--- src/rtl/pkt_link_pkg.sv ---
// Shared packet-link definitions: framing bytes, receiver states and checksum helper.
package pkt_link_pkg;

    localparam int unsigned BYTE_W = 8;

    localparam logic [BYTE_W-1:0] START_BYTE = 8'hAA;
    localparam logic [BYTE_W-1:0] END_BYTE   = 8'h55;

    typedef enum logic [2:0] {
        IDLE,
        TYPE,
        LEN,
        PAYLOAD,
        CSUM,
        END,
        HOLD
    } rx_state_t;

    // Running mod-256 checksum step
    function automatic logic [BYTE_W-1:0] pkt_csum(input logic [BYTE_W-1:0] acc,
                                                   input logic [BYTE_W-1:0] b);
        return acc + b;
    endfunction

endpackage

--- src/rtl/uart2pkt_receiver.sv ---
// Frame receiver: hunts for AA..55 frames in a byte stream, validates LEN/CSUM/END
// and presents good frames as one packed word; bad frames are dropped and counted.
module uart2pkt_receiver
    import pkt_link_pkg::*;
#(
    parameter int unsigned PD_LEN      = 2,
    parameter int unsigned PKTLEN      = PD_LEN + 5,
    parameter int unsigned TIMEOUT_CYC = 100000
) (
    input  logic                 clk,
    input  logic                 rst,
    input  logic [7:0]           i_data,
    input  logic                 i_valid,
    output logic                 i_ready,
    output logic [8*PKTLEN-1:0]  o_data,
    output logic                 o_valid,
    input  logic                 o_ready,
    output logic                 o_csum_err,
    output logic                 o_frame_err,
    output logic [15:0]          o_pkt_cnt,
    output logic [15:0]          o_err_cnt
);

    localparam int unsigned AW = 8 * (PKTLEN - 1);
    localparam int unsigned IW = $clog2(PKTLEN + 1);
    localparam int unsigned TW = $clog2(TIMEOUT_CYC + 1);

    localparam logic [IW-1:0] LAST_PD_IDX = IW'(PD_LEN + 2);
    localparam logic [TW-1:0] TMO_LAST    = TW'(TIMEOUT_CYC - 1);
    localparam logic [7:0]    LEN_BYTE    = 8'(PKTLEN);

    rx_state_t       state_q;
    rx_state_t       state_nxt;
    logic [AW-1:0]   asm_q;
    logic [IW-1:0]   idx_q;
    logic [7:0]      accum_q;
    logic [TW-1:0]   tmo_q;

    logic accept;
    logic in_frame;
    logic tmo_hit;
    logic csum_err_c;
    logic frame_err_c;
    logic frame_ok_c;
    logic deliver_c;

    assign accept   = i_valid && i_ready;
    assign in_frame = (state_q == TYPE) || (state_q == LEN) || (state_q == PAYLOAD) ||
                      (state_q == CSUM) || (state_q == END);
    // A byte arriving on the last allowed cycle still counts as in time
    assign tmo_hit  = in_frame && !accept && (tmo_q == TMO_LAST);

    // State register
    always_ff @(posedge clk) begin
        if (rst) begin
            state_q <= IDLE;
        end else begin
            state_q <= state_nxt;
        end
    end

    // Next-state logic; any error returns to IDLE having consumed the byte
    always_comb begin
        state_nxt = state_q;
        if (csum_err_c || frame_err_c) begin
            state_nxt = IDLE;
        end else begin
            case (state_q)
                IDLE:    if (accept && (i_data == START_BYTE)) state_nxt = TYPE;
                TYPE:    if (accept) state_nxt = LEN;
                LEN:     if (accept) state_nxt = PAYLOAD;
                PAYLOAD: if (accept && (idx_q == LAST_PD_IDX)) state_nxt = CSUM;
                CSUM:    if (accept) state_nxt = END;
                END:     if (accept) state_nxt = HOLD;
                HOLD:    if (deliver_c) state_nxt = IDLE;
                default: state_nxt = IDLE;
            endcase
        end
    end

    // Event decode from current state and accepted byte
    always_comb begin
        csum_err_c  = 1'b0;
        frame_err_c = 1'b0;
        frame_ok_c  = 1'b0;
        deliver_c   = 1'b0;
        if (tmo_hit) begin
            frame_err_c = 1'b1;
        end else if (accept) begin
            case (state_q)
                LEN:     if (i_data != LEN_BYTE) frame_err_c = 1'b1;
                CSUM:    if (i_data != accum_q) csum_err_c = 1'b1;
                END: begin
                    if (i_data == END_BYTE) frame_ok_c  = 1'b1;
                    else                    frame_err_c = 1'b1;
                end
                default: ;
            endcase
        end
        if ((state_q == HOLD) && o_ready) deliver_c = 1'b1;
    end

    // Datapath: assembly, checksum, timeout, outputs and counters
    always_ff @(posedge clk) begin
        if (rst) begin
            asm_q       <= '0;
            idx_q       <= '0;
            accum_q     <= '0;
            tmo_q       <= '0;
            i_ready     <= 1'b1;
            o_data      <= '0;
            o_valid     <= 1'b0;
            o_csum_err  <= 1'b0;
            o_frame_err <= 1'b0;
            o_pkt_cnt   <= '0;
            o_err_cnt   <= '0;
        end else begin
            i_ready     <= (state_nxt != HOLD);
            o_csum_err  <= csum_err_c;
            o_frame_err <= frame_err_c;

            if (accept || !in_frame) tmo_q <= '0;
            else                     tmo_q <= tmo_q + TW'(1);

            if (accept) begin
                if (state_q == IDLE) begin
                    if (i_data == START_BYTE) begin
                        asm_q[7:0] <= i_data;
                        idx_q      <= IW'(1);
                        accum_q    <= '0;
                    end
                end else if (in_frame) begin
                    for (int k = 1; k < int'(PKTLEN) - 1; k++) begin
                        if (idx_q == IW'(k)) asm_q[8*k +: 8] <= i_data;
                    end
                    idx_q <= idx_q + IW'(1);
                    if ((state_q == TYPE) || (state_q == LEN) || (state_q == PAYLOAD)) begin
                        accum_q <= pkt_csum(accum_q, i_data);
                    end
                end
            end

            if (frame_ok_c) begin
                o_data  <= {i_data, asm_q};
                o_valid <= 1'b1;
            end

            if (deliver_c) begin
                o_valid <= 1'b0;
                if (o_pkt_cnt != 16'hFFFF) o_pkt_cnt <= o_pkt_cnt + 16'd1;
            end

            if ((csum_err_c || frame_err_c) && (o_err_cnt != 16'hFFFF)) begin
                o_err_cnt <= o_err_cnt + 16'd1;
            end
        end
    end

endmodule

--- config.mk ---
export PLATFORM = sky130hd
export DESIGN_NAME = uart2pkt_receiver
export DESIGN_NICKNAME = d
export VERILOG_FILES = /design/src/rtl/pkt_link_pkg.sv /design/src/rtl/uart2pkt_receiver.sv
export SDC_FILE = /design/constraint.sdc
export NUM_CORES = 1
export LEC_CHECK = 0
export CAP_MARGIN = 20
export CORE_ASPECT_RATIO = 0.5
export CORE_MARGIN = 5
export CORE_UTILIZATION = 40
export CTS_CLUSTER_SIZE = 40
export DETAILED_ROUTE_END_ITERATION = 16
export GPL_TIMING_DRIVEN = 0
export MAX_ROUTING_LAYER = met4
export SLEW_MARGIN = 10
export SYNTH_ARGS = -nofsm -noshare
export SYNTH_HDL_FRONTEND = slang
export SYNTH_SLANG_ARGS = --single-unit
--- constraint.sdc ---
create_clock -name clk -period 2.8 [get_ports clk]
set_input_delay 0.56 -clock clk [delete_from_list [all_inputs] [get_ports clk]]
set_output_delay 0.56 -clock clk [all_outputs]
set_load 0.005 [all_outputs]
==> flow_summary.yaml, run 1 <==
clock_network:
  htree_num_levels: 4
  cts_tree: "built"
  clock_tree.root_cell: "sky130_fd_sc_hd__clkbuf_16"
  cts-buffers-inserted: 17
  clk_latency_ns: 0.43
  hold_buffers: 0
  number_of_buffers_on_the_longest_clock_path: 2
  clk_pin_slew_worst_paths_ns: 0.07
  tritoncts_num_sinks: 171
floorplan:
  coreArea_sq_um: 17190
  io-pin-count: 104
  die_width_um: 195.9
  initial_core_util: 0.4022
  floorplan.rows: 34
  die_area_sq_um: 20170
  die_height_um: 103.0
finish:
  nFillCells: 1636
  layout_commonest_cell: "sky130_fd_sc_hd__dfxtp_1"
  num-nets-final: 963
  ff_latch_area_sq_um: 3426
  layout.cells.most_common_list: "169 x sky130_fd_sc_hd__dfxtp_1, 132 x sky130_fd_sc_hd__nand2_1, 114 x sky130_fd_sc_hd__nor2_1, 95 x sky130_fd_sc_hd__clkdlybuf4s50_1, 84 x sky130_fd_sc_hd__a21oi_1"
  multiInputGateArea_sq_um: 3329
  n_antenna_cell: 0
  fraction_of_final_layout_cells_with_drive_strength_greater_than_1: 0.07075
  layout.cells.non_filler: 1181
  synthToLayoutAreaGrowth_pct: 28.66
  design_area_sq_um: 8892
  utilization: 0.5174
place:
  portBuffers: 102
  detailedPlacementHpwl_um: 12500
  place.gp.congestion: 0.8638
  placed_cell_area_sq_um: 8225
  placed_cells_incl_taps: 1148
synthesis:
  synth_seq_cells: 171
  yosysUniqueCellTypes: 45
  netlist_top_cells_area: "sky130_fd_sc_hd__dfxtp_1 50%, sky130_fd_sc_hd__nand2_1 7.2%, sky130_fd_sc_hd__a21oi_1 6.2%"
  syn_avg_cell_area_sq_um: 8.512
  post_synth_inst_count: 812
  yosys.area.top_type_share: 0.4953
  yosys.area.top_type: "sky130_fd_sc_hd__dfxtp_1"
  synth_seq_area_share: 0.4953
  ys.warnings.count: 0
  async_reset_ff_frac: 0
  syn-num-nets: 840
  synth_enable_flop_cells: 0
  dominantRegCellSynth: "sky130_fd_sc_hd__dfxtp_1"
  netlist_area_sq_um: 6912
power_and_ir_drop:
  leakage_power_figure_nw: 3.050
  net_switching_fraction_of_the_power: 0.2349
  combinationalPowerShare: 0.040
  p_total_mw: 5.010
  net-switching-power_mw: 1.177
  proportion_of_power_drawn_by_flip_flops_and_latches: 0.489
  power.clock.fraction: 0.471
  power_density_nw_per_um2: 563.4
  power_report.internal_total_mw: 3.833
  worst_ir_drop_vdd_v: 0.0004005
timing:
  worst_clock_skew_ns: 0.01673
  actual_slew_at_the_worst_max_slew_pin_ns: 1.045
  post-route-min-period_ns: 2.777
  finalMaxSlewViolations: 0
  finalHoldViolations: 0
  max_clock_freq_mhz: 360.2
  grt_setup_unrepaired: "true"
  relSlewSlack: 0.2976
  fin_worst_hold_slack_ns: 0.4488
  final.period_utilization: 0.9916
  finalSetupViolCount: 0
grt:
  use_met1: 0.2519
  grt_util_met3: 0.03297
  largest_net_degree_at_the_start_of_global_routing: 17
  grt_antenna_before_repair: 0
  grt_use_total: 0.1832
  grt_first_pass_wirelength_um: 28880
  grt_busiest_layer: "met2"
  grt_overflow_total: 0
  globalRouteMet2Util: 0.2787
  first_global_vias: 5545
worst_setup_path:
  crit_type: "reg -> reg"
  cp_max_fo: 10
  critical_path_required_ns: 3.08
  worst_setup_path_end_kind: "flop"
  arrival_time_of_the_worst_setup_path_ns: 3.06
  start_kind: "flop"
outcome:
  outcome: "finished, final reports clean"
flow_run:
  drv_cap: 0
detailed_routing:
  drt_iter0_drc: 368
  post_detailed_route_drc_marker_count: 0
  detail_route.first_pass.iterations: 5
  route.detailed.vias_per_inst: 5.061
  via_count: 5977
  routed_wire_length_per_instance_um: 15.17
  route.final.wire_length_um: 17920
  antenna_violating_nets_post_route: 0
hold_path:
  timing.hold.worst.class: "reg -> reg"
## through the flow
step	setup WS, ns	setup TNS, ns
final	0.02341	0
after global routing	-0.06089	-0.1124
after CTS	0.007799	0
after detailed placement	-1.052	-63.03
after global placement	-1.015	-61.46
after floorplan	0.1083	0
## kinds of logic (layout without fill, tap and decap cells)
kind of cell    Yosys count  after routing  synth area share
compound gates          128            128            0.1032
xor+xnor                 30             30           0.03802
fa+ha+maj                16             16           0.03005
buf+inv                  55            190           0.03096
flops                   171            171            0.4953
mux                      36             36           0.05250
simple gates            376            376            0.2500
## registers in the layout (all words and copies together) (netlist names)
name         flops
o_data          56
asm_q           48
tmo_q           17
o_err_cnt       16
o_pkt_cnt       16
accum_q          8
idx_q            3
state_q          3
i_ready          1
o_csum_err       1
o_frame_err      1
o_valid          1
## power groups by stage
| stage | clock, mW | sequential, mW | combinational, mW |
|---|---|---|---|
| 4_1_cts | 2.40 | 2.45 | 0.199 |
| 5_1_grt | 2.52 | 2.45 | 0.222 |
| 2_1_floorplan | 0 | 2.50 | 0.120 |
| 3_5_place_dp | 0 | 2.50 | 0.199 |
| 3_3_place_gp | 0 | 2.50 | 0.197 |
| 6_report | 2.36 | 2.45 | 0.200 |
## final cells by class
type,instances,share of cell area
flip-flops and latches,171,0.3853
multi-input cells,586,0.3744
repair buffers,105,0.1158
clock buffers,17,0.04784
well taps,234,0.03293
plain buffers,44,0.02195
clock inverters,14,0.01759
inverters,10,0.004221
## layer usage
layer | routed length, um | part of all wire
met1 | 8791 | 0.49
met2 | 8087 | 0.45
met3 | 833 | 0.046
met4 | 204 | 0.011
met5 | 0 | 0
## worst max-delay path, stage by stage, from the launching register on
cell and delay (ns):
sky130_fd_sc_hd__dfxtp_2 0.34, sky130_fd_sc_hd__or4_1 0.48, sky130_fd_sc_hd__or4b_1 0.47, sky130_fd_sc_hd__or4_4 0.43
sky130_fd_sc_hd__and3_4 0.22, sky130_fd_sc_hd__buf_2 0.19, sky130_fd_sc_hd__o31ai_1 0.40, sky130_fd_sc_hd__a21oi_2 0.10
## path summary, 6_finish.rpt
kind                          startpoint                    endpoint  slack (ns)  cells after the start
setup reg to reg     tmo_q[8]$_SDFF_PP0_  o_err_cnt[15]$_SDFFE_PP0P_        0.02                      7
hold reg to reg   asm_q[46]$_SDFFE_PP0P_     o_data[46]$_SDFFE_PP0P_        0.45                      2
setup / recovery     tmo_q[8]$_SDFF_PP0_  o_err_cnt[15]$_SDFFE_PP0P_        0.02                      7
hold / removal    asm_q[46]$_SDFFE_PP0P_     o_data[46]$_SDFFE_PP0P_        0.45                      2
## cells in the mapped netlist (2+ instances only)
master / number
sky130_fd_sc_hd__dfxtp_1: 171
sky130_fd_sc_hd__nand2_1: 132
sky130_fd_sc_hd__nor2_1: 114
sky130_fd_sc_hd__a21oi_1: 86
sky130_fd_sc_hd__clkbuf_1: 43
sky130_fd_sc_hd__mux2i_1: 34
sky130_fd_sc_hd__nand3_1: 31
sky130_fd_sc_hd__xor2_1: 20
sky130_fd_sc_hd__nand4_1: 17
sky130_fd_sc_hd__o21ai_0: 16
sky130_fd_sc_hd__ha_1: 15
sky130_fd_sc_hd__or3_1: 14
sky130_fd_sc_hd__and3_1: 12
sky130_fd_sc_hd__inv_1: 10
sky130_fd_sc_hd__xnor2_1: 10
sky130_fd_sc_hd__nand2b_1: 8
sky130_fd_sc_hd__nor3_1: 8
sky130_fd_sc_hd__or4_1: 8
sky130_fd_sc_hd__a22oi_1: 7
sky130_fd_sc_hd__and2_1: 7
sky130_fd_sc_hd__nor4_1: 7
sky130_fd_sc_hd__nor3b_1: 5
sky130_fd_sc_hd__nor2b_1: 4
sky130_fd_sc_hd__o31ai_1: 4
sky130_fd_sc_hd__a311oi_1: 3
sky130_fd_sc_hd__o21bai_1: 3
sky130_fd_sc_hd__mux2_2: 2
sky130_fd_sc_hd__nor4b_1: 2
sky130_fd_sc_hd__o21a_1: 2
sky130_fd_sc_hd__or3b_2: 2
## timing repair
action                                 in CTS  in global routing
pin swaps                                   1                  1
setup buffers                               2                  0
endpoints found under the hold margin       0                  0
gates resized for setup                    25                 19
gates cloned                                0                  1
setup endpoints to repair                  68                 52
Note: power is estimated with default switching activity, not from simulation.
==> run 2, diff against run 1 <==
- SKIP_CTS_REPAIR_TIMING: default -> 1
- SKIP_LAST_GASP: default -> 1
==> run 2 against run 1 <==
The flow now finishes with violations (negative setup slack). Register-to-register slack got worse by 0.03 ns. Final area barely moved. Core utilization barely moved. Fmax fell by 0.93%. Die area did not move. Routed wire length fell by 0.15%. Final cell count fell by 0.17%. Clock skew rose by 0.0015 ns. Clock power barely moved. Combinational power barely moved. Count of clock-buffer cells in the layout did not move.
==> flow_summary.yaml, run 2 (synthesized netlist as in run 1, its figures left out) <==
clock_network:
  cts-buffers-inserted: 17
  tritoncts_num_sinks: 171
  number_of_buffers_on_the_longest_clock_path: 2
  clock_tree.root_cell: "sky130_fd_sc_hd__clkbuf_16"
  clk_latency_ns: 0.43
  htree_num_levels: 4
  clk_pin_slew_worst_paths_ns: 0.08
  cts_tree: "built"
timing:
  max_clock_freq_mhz: 356.8
  finalSetupViolCount: 1
  actual_slew_at_the_worst_max_slew_pin_ns: 1.075
  finalMaxSlewViolations: 0
  finalHoldViolations: 0
  worst_clock_skew_ns: 0.01822
  post-route-min-period_ns: 2.803
  fin_worst_hold_slack_ns: 0.4493
  fin_ws_ns: -0.002618
  relSlewSlack: 0.2781
  total_negative_setup_slacks_ns: -0.002618
  grt_setup_unrepaired: "true"
  final.period_utilization: 1.001
power_and_ir_drop:
  power_report.internal_total_mw: 3.836
  combinationalPowerShare: 0.040
  proportion_of_power_drawn_by_flip_flops_and_latches: 0.489
  p_total_mw: 5.012
  power.clock.fraction: 0.471
  net-switching-power_mw: 1.176
  power_density_nw_per_um2: 563.3
  net_switching_fraction_of_the_power: 0.2347
  leakage_power_figure_nw: 3.096
  worst_ir_drop_vdd_v: 0.0003996
finish:
  top_register: "o_data"
  layout.cells.most_common_list: "170 x sky130_fd_sc_hd__dfxtp_1, 132 x sky130_fd_sc_hd__nand2_1, 114 x sky130_fd_sc_hd__nor2_1, 95 x sky130_fd_sc_hd__clkdlybuf4s50_1, 84 x sky130_fd_sc_hd__a21oi_1"
  layout_commonest_cell: "sky130_fd_sc_hd__dfxtp_1"
  registers_with_the_most_flip_flops: "o_data (56), asm_q (48), tmo_q (17)"
  largest_reg_flops: 56
  design_area_sq_um: 8899
  num-nets-final: 961
  synthToLayoutAreaGrowth_pct: 28.75
  layout.cells.non_filler: 1179
  fraction_of_final_layout_cells_with_drive_strength_greater_than_1: 0.06455
  n_antenna_cell: 0
floorplan:
  initial_core_util: 0.4022
  floorplan.rows: 34
  coreArea_sq_um: 17190
  die_area_sq_um: 20170
  io-pin-count: 104
  die_height_um: 103.0
  die_width_um: 195.9
detailed_routing:
  drt_iter0_drc: 353
  antenna_violating_nets_post_route: 0
  detail_route.first_pass.iterations: 5
  route.detailed.vias_per_inst: 5.095
  post_detailed_route_drc_marker_count: 0
  routed_wire_length_per_instance_um: 15.17
  route.final.wire_length_um: 17890
  via_count: 6007
worst_setup_path:
  start_kind: "flop"
  worst_setup_path_end_kind: "flop"
  number_of_buffer_and_inverter_stages_on_the_critical_path: 1
  cp_max_fo: 5
  cp_cell_sequence: "or4_1, or4b_1, or4_4, and3_4, buf_6, or4_1, a21oi_2"
  critical_path_required_ns: 3.15
  arrival_time_of_the_worst_setup_path_ns: 3.15
  cpMaxStageDelayCell: "sky130_fd_sc_hd__or4_1"
  critical_path.top_delay_family: "simple AND/OR/NAND/NOR gates"
  crit_path_frequent_cell: "sky130_fd_sc_hd__or4_1"
  crit_type: "reg -> reg"
  cp_slowest_stage_delay_ns: 0.52
place:
  placed_cell_area_sq_um: 8225
  place.gp.congestion: 0.8638
  detailedPlacementHpwl_um: 12500
  placed_cells_incl_taps: 1148
  portBuffers: 102
grt:
  grt_first_pass_wirelength_um: 28840
  grt_antenna_before_repair: 0
  grt_overflow_total: 0
  first_global_vias: 5531
  largest_net_degree_at_the_start_of_global_routing: 17
  globalRouteMet2Util: 0.2781
  grt_use_total: 0.1829
  grt_busiest_layer: "met2"
  grt_util_met3: 0.03297
  use_met1: 0.2515
hold_path:
  timing.hold.worst.class: "reg -> reg"
flow_run:
  drv_cap: 0
outcome:
  outcome: "complete, but fails checks"
  failing_checks: "negative setup slack"
-- run 2: per-stage QoR --
stage,utilization,worst slack [ns]
CTS,0.5124,-0.6119
global route,0.5178,-0.05969
floorplan,-,0.1083
global placement,0.4786,-1.015
finish,0.5178,-0.002618
detailed placement,0.4786,-1.052
-- run 2: layer usage --
layer,up-vias,routed length [um]
met4,0,204
li1,3031,-
met1,2835,8825
met2,125,8040
met3,16,820
met5,-,0
-- run 2: final timing paths --
kind | from | to | slack, ns | cells past startpoint
min reg2reg | o_data[23]$_SDFFE_PP0P_ | o_data[23]$_SDFFE_PP0P_ | 0.45 | 2
min | o_data[23]$_SDFFE_PP0P_ | o_data[23]$_SDFFE_PP0P_ | 0.45 | 2
max reg2reg | tmo_q[6]$_SDFF_PP0_ | o_err_cnt[15]$_SDFFE_PP0P_ | -0.003 | 7
max | tmo_q[6]$_SDFF_PP0_ | o_err_cnt[15]$_SDFFE_PP0P_ | -0.003 | 7
-- run 2: worst register-to-register path, delay by kind of cell (launching register included) --
kind / cells / cell delay [ns]
DFF: 1 / 0.34
buffers and inverters: 1 / 0.13
and+or+nand+nor: 5 / 2.14
AOI/OAI and AO/OA: 1 / 0.12
-- run 2: layout make-up --
cell class,instances,area (sq um)
Timing Repair Buffer,103,1044
Sequential cell,171,3425
Multi-Input combinational cell,586,3323
Fill cell,1634,8288
Inverter,10,37.54
Clock buffer,17,425.4
Clock inverter,14,156.4
Buffer,44,195.2
Tap cell,234,292.8
-- run 2: power by group through the flow --
stage	clock, mW	sequential, mW	combinational [mW]
floorplan	0	2.50	0.120
global placement	0	2.50	0.197
detailed placement	0	2.50	0.199
CTS	2.40	2.45	0.200
global route	2.52	2.45	0.225
finish	2.36	2.45	0.202
